===== src/rtl/ram_march_tester.sv =====
// March BIST master for an 8-bit synchronous RAM: W(P), R(P)W(~P), desc R(~P)W(P), R(P).
// Define RAMTEST_STOP_ON_ERR_EN to end the test at the first mismatch.
module ram_march_tester #(
  parameter int               AW      = 8,
  parameter int               DW      = 8,
  parameter logic [DW-1:0]    PATTERN = 8'hA5,
  parameter int               ECW     = 16
) (
  input  logic           Clk,
  input  logic           Rst,
  input  logic           start,
  output logic [AW-1:0]  mem_addr,
  output logic [DW-1:0]  mem_wdata,
  output logic           mem_rwn,
  input  logic [DW-1:0]  mem_rdata,
  output logic           busy,
  output logic           done,
  output logic           pass,
  output logic [ECW-1:0] err_cnt,
  output logic [1:0]     phase
);

  typedef enum logic [2:0] {
    IDLE, M0_WR, M1, M2, M3, DONE
  } state_t;

  localparam logic [AW-1:0] AMAX = '1;

  state_t         state;
  logic           cmp;
  logic           rwn_q;
  logic [DW-1:0]  exp_d;
  logic           mis;
  logic           stop;
  logic           last;
  logic [ECW-1:0] err_nxt;

  always_comb begin
    exp_d = (state == M2) ? ~PATTERN : PATTERN;
    mis   = cmp && (mem_rdata != exp_d);
    last  = (state == M2) ? (mem_addr == '0)
                          : (mem_addr == AMAX);
    err_nxt = err_cnt;
    if (mis && (err_cnt != '1))
      err_nxt = err_cnt + 1'b1;
  end

`ifdef RAMTEST_STOP_ON_ERR_EN
  // A failing compare must also kill the write issued in the same cycle
  assign stop    = mis;
  assign mem_rwn = rwn_q | mis;
`else
  assign stop    = 1'b0;
  assign mem_rwn = rwn_q;
`endif

  always_ff @(posedge Clk or posedge Rst) begin
    if (Rst) begin
      state     <= IDLE;
      cmp       <= 1'b0;
      rwn_q     <= 1'b1;
      mem_addr  <= '0;
      mem_wdata <= '0;
      busy      <= 1'b0;
      done      <= 1'b0;
      pass      <= 1'b0;
      err_cnt   <= '0;
      phase     <= 2'd0;
    end else begin
      unique case (state)
        IDLE, DONE: begin
          if (start) begin
            state     <= M0_WR;
            cmp       <= 1'b0;
            rwn_q     <= 1'b0;
            mem_addr  <= '0;
            mem_wdata <= PATTERN;
            busy      <= 1'b1;
            done      <= 1'b0;
            pass      <= 1'b0;
            err_cnt   <= '0;
            phase     <= 2'd0;
          end
        end
        M0_WR: begin
          if (mem_addr == AMAX) begin
            state    <= M1;
            rwn_q    <= 1'b1;
            mem_addr <= '0;
            phase    <= 2'd1;
          end else begin
            mem_addr <= mem_addr + 1'b1;
          end
        end
        M1, M2, M3: begin
          if (!cmp) begin
            cmp <= 1'b1;
            if (state != M3) begin
              rwn_q     <= 1'b0;
              mem_wdata <= (state == M1) ? ~PATTERN : PATTERN;
            end
          end else begin
            cmp     <= 1'b0;
            rwn_q   <= 1'b1;
            err_cnt <= err_nxt;
            if (stop) begin
              state <= DONE;
              busy  <= 1'b0;
              done  <= 1'b1;
              pass  <= 1'b0;
            end else if (last) begin
              unique case (state)
                M1: begin
                  state    <= M2;
                  mem_addr <= AMAX;
                  phase    <= 2'd2;
                end
                M2: begin
                  state    <= M3;
                  mem_addr <= '0;
                  phase    <= 2'd3;
                end
                default: begin
                  state <= DONE;
                  busy  <= 1'b0;
                  done  <= 1'b1;
                  pass  <= (err_nxt == '0);
                end
              endcase
            end else if (state == M2) begin
              mem_addr <= mem_addr - 1'b1;
            end else begin
              mem_addr <= mem_addr + 1'b1;
            end
          end
        end
        default: state <= IDLE;
      endcase
    end
  end

endmodule


===== config.mk =====
export PLATFORM = sky130hd
export DESIGN_NAME = ram_march_tester
export DESIGN_NICKNAME = d
export VERILOG_FILES = /design/src/rtl/ram_march_tester.sv
export SDC_FILE = /design/constraint.sdc
export NUM_CORES = 1
export LEC_CHECK = 0
export ABC_AREA = 1
export ABC_CLOCK_PERIOD_IN_PS = 1800
export BUFFER_PORTS_ARGS = -buffer_cell sky130_fd_sc_hd__clkbuf_2
export CAP_MARGIN = 20
export CORE_UTILIZATION = 25
export DETAILED_ROUTE_END_ITERATION = 8
export GPL_TIMING_DRIVEN = 0
export HOLD_SLACK_MARGIN = 0.06
export PLACE_DENSITY_LB_ADDON = 0.12
export SETUP_SLACK_MARGIN = 0.2
export SYNTH_ARGS = -nofsm -noshare
export SYNTH_HDL_FRONTEND = slang
export SYNTH_SLANG_ARGS = --single-unit

===== constraint.sdc =====
create_clock -name Clk -period 1.8 [get_ports Clk]
set_input_delay 0 -clock Clk [delete_from_list [all_inputs] [get_ports Clk]]
set_output_delay 0 -clock Clk [all_outputs]
set_load 0.01 [all_outputs]

==> impl_metrics.json <==
{
  "fillerInstances": 1033,
  "async_flop_share_pct": 100,
  "drtIter0Drc": 66,
  "grt_first_pass_wirelength_mm": 15.2,
  "drc": 0,
  "dp_hpwl_mm": 5.98,
  "pre_cts_slack_ps": -298,
  "cts_made_buffers": 5,
  "netlist_instances": 408,
  "path_cells": "ha_2 > nand2_2 > nor2_4 > nand4_1 > nand3_4 > buf_8 > nand2_1 > nand2_2 > nor2_2 > nand2_1 > nor2_1 > nand2_1 > nand2_1",
  "ys_top_cells_by_area": "dfrtp_1 (32%), nand2_1 (18%), nand3_1 (7.4%)",
  "drtAntennaViolNets": 0,
  "via_per_inst": 4.63,
  "synth_top_flop_cell": "dfrtp_1",
  "ios": 49,
  "final_cells": 668,
  "rsz0062_at_grt": "yes",
  "worstSetupEndpointType": "flop",
  "violations": "setup timing",
  "synth.cell_area_mm2": 0.00272,
  "start_util_pct": 26.1,
  "synth_fp_nets": 422,
  "fin_total_pwr_w": 0.00331,
  "synth.avg_cell_area_um2": 6.67,
  "cts_tree": "done",
  "whs_ps": 248,
  "start_kind": "flop",
  "yosysMostFrequentCell": "nand2_1",
  "power-per-cell-area_mw_per_mm2": 741,
  "h-tree-depth": 2,
  "syn2layout_area_growth_pct": 64.3,
  "crit_slowest_cell": "dfrtp_1",
  "path_buf_inv": 1,
  "place_congestion": 0.833,
  "fin_nets": 545,
  "avgRoutedWirePerCell_um": 14.4,
  "dp.cells": 592,
  "path_delay_family": "simple AND/OR/NAND/NOR gates",
  "yosysUniqueCellTypes": 37,
  "io_buffers": 48,
  "yosysSeqAreaShare_pct": 33.1,
  "setup_viol": 3,
  "critPathMaxStageDelay_ps": 370,
  "maxSlewViolCount": 0,
  "grt_pass1_vias": 3088,
  "overflow": 0,
  "timing.final.ws_setup_ps": -71.0,
  "die-area_mm2": 0.0113,
  "grt_use_total_pct": 17.0,
  "finalCritPeriodShare_pct": 104,
  "coreArea_mm2": 0.0104,
  "cp_common_cell": "nand2_1",
  "crit_arrival_ps": 2070,
  "crit_fanout": 10,
  "grt_max_degree": 37,
  "root_buffer": "clkbuf_8",
  "finalCriticalPeriod_ps": 1870,
  "antenna_found_initial": 0,
  "multi_input_area_mm2": 0.00209,
  "fin_tns_setup_ps": -143,
  "hold_viol_final": 0,
  "ff_latch_area_um2": 908,
  "vias": 3090,
  "path_clk_slew_ps": 80,
  "insertion_delay_ps": 300,
  "routed_wl_mm": 9.59,
  "yosysTopAreaCell": "dfrtp_1",
  "rows": 37,
  "cts_buffer_depth": 2,
  "tightest_slew_ps": 813,
  "hold_path_class": "input pin to flop",
  "netlist.area_leader.share_pct": 32.2,
  "fp.dieW_um": 106,
  "yosys_register_bits": 36,
  "n_antenna_cell": 0,
  "first_pass_iters": 4,
  "synth_enable_flop_cells": 0,
  "synthTopCellsByCount": "nand2_1 (134), inv_1 (46), nand3_1 (40), nor2_1 (40), dfrtp_1 (35)",
  "critical_path_class": "flop to flop",
  "outcome": "complete, but fails checks",
  "irDropWorstVdd_mv": 0.426,
  "fin_skew_ps": 13.7,
  "ys_warn_count": 0,
  "max_freq_mhz": 534,
  "cts_num_sinks": 36,
  "crit_required_ps": 2000,
  "slew-limit-headroom_pct": 45.7,
  "maxCapViolCount": 0,
  "p_leak_nw": 2.18,
  "die_h_um": 106,
  "drive_above_1_share_pct": 50.6
}
==> routing by layer <==
metal  GRT usage (%)  wire, um
met4            6.15       178
met3            2.82       424
met1            21.2      4090
met2            29.5      4900
met5               0         0
==> cells in the final DEF (no fill, tap or decap), types with 13 or more instances in the layout <==
master	Yosys	routed
inv_2	2	13
nand2_1	134	100
nand3_1	40	17
clkbuf_2	1	48
o21ai_1	7	19
inv_1	46	32
nor2_1	40	24
dfrtp_1	35	30
nand2_2	0	26
buf_4	6	53
nand3_2	1	18
nor2_4	2	16
buf_6	3	23
xor2_1	16	14
==> logic make-up after synthesis <==
family	share of synthesized area (%)
simple gates	38.1
buf+inv	10.7
compound gates	10.9
flops	33.1
xor+xnor	5.79
fa+ha+maj	1.38
==> state kept, by name, summed over array words and instances (netlist names) <==
register,flops
busy,1
cmp,1
done,1
err_cnt,16
mem_addr,8
mem_rwn,1
mem_wdata,2
pass,1
phase,2
state,3
==> worst paths after layout <==
path / from / slack, ps / end / cells past startpoint
max in group asynchronous: Rst / 830 / mem_addr[6] / 3
setup reg to reg: err_cnt[1] / -70 / pass / 13
min in group asynchronous: Rst / 380 / err_cnt[8] / 3
hold / removal: start / 250 / mem_rwn / 5
setup / recovery: err_cnt[1] / -70 / pass / 13
hold reg to reg: mem_rwn / 470 / mem_rwn / 2
==> worst reg2reg max path, stage by stage, from the launching register on <==
cell and delay, ps:
dfrtp_1 370, ha_2 200, nand2_2 70, nor2_4 170, nand4_1 170, nand3_4 170
buf_8 170, nand2_1 70, nand2_2 80, nor2_2 40, nand2_1 100, nor2_1 40
nand2_1 70, nand2_1 50
==> where the power goes <==
group	total, W	switching (W)	internal (W)
Combinational	0.00143	0.000858	0.000572
Clock	0.000685	0.000335	0.000350
Sequential	0.00120	0.000240	0.000957
Total	0.00331	0.00143	0.00188
==> cell type report <==
| cell class | instances | area share (%) |
|---|---|---|
| inverters | 49 | 4.50 |
| plain buffers | 14 | 2.94 |
| well taps | 136 | 3.81 |
| flip-flops and latches | 36 | 20.3 |
| repair buffers | 116 | 19.4 |
| multi-input cells | 309 | 46.8 |
| clock buffers | 8 | 2.24 |
==> through the flow <==
stage	instance area [um^2]	util [%]
after global placement	3190	30.6
after global routing	4470	42.9
final	4470	42.9
after CTS	4010	38.5
after floorplan	2780	-
after detailed placement	3190	30.6
==> timing repair <==
action                     4_1_cts  5_1_grt
gates cloned                     2        1
hold buffers                     1        0
buffers inserted                41       23
pin swaps                       46       15
hold endpoints to repair        35        0
setup endpoints to repair       36       36
resized for setup              114       79
No activity file was read; power rests on OpenSTA's default activity.
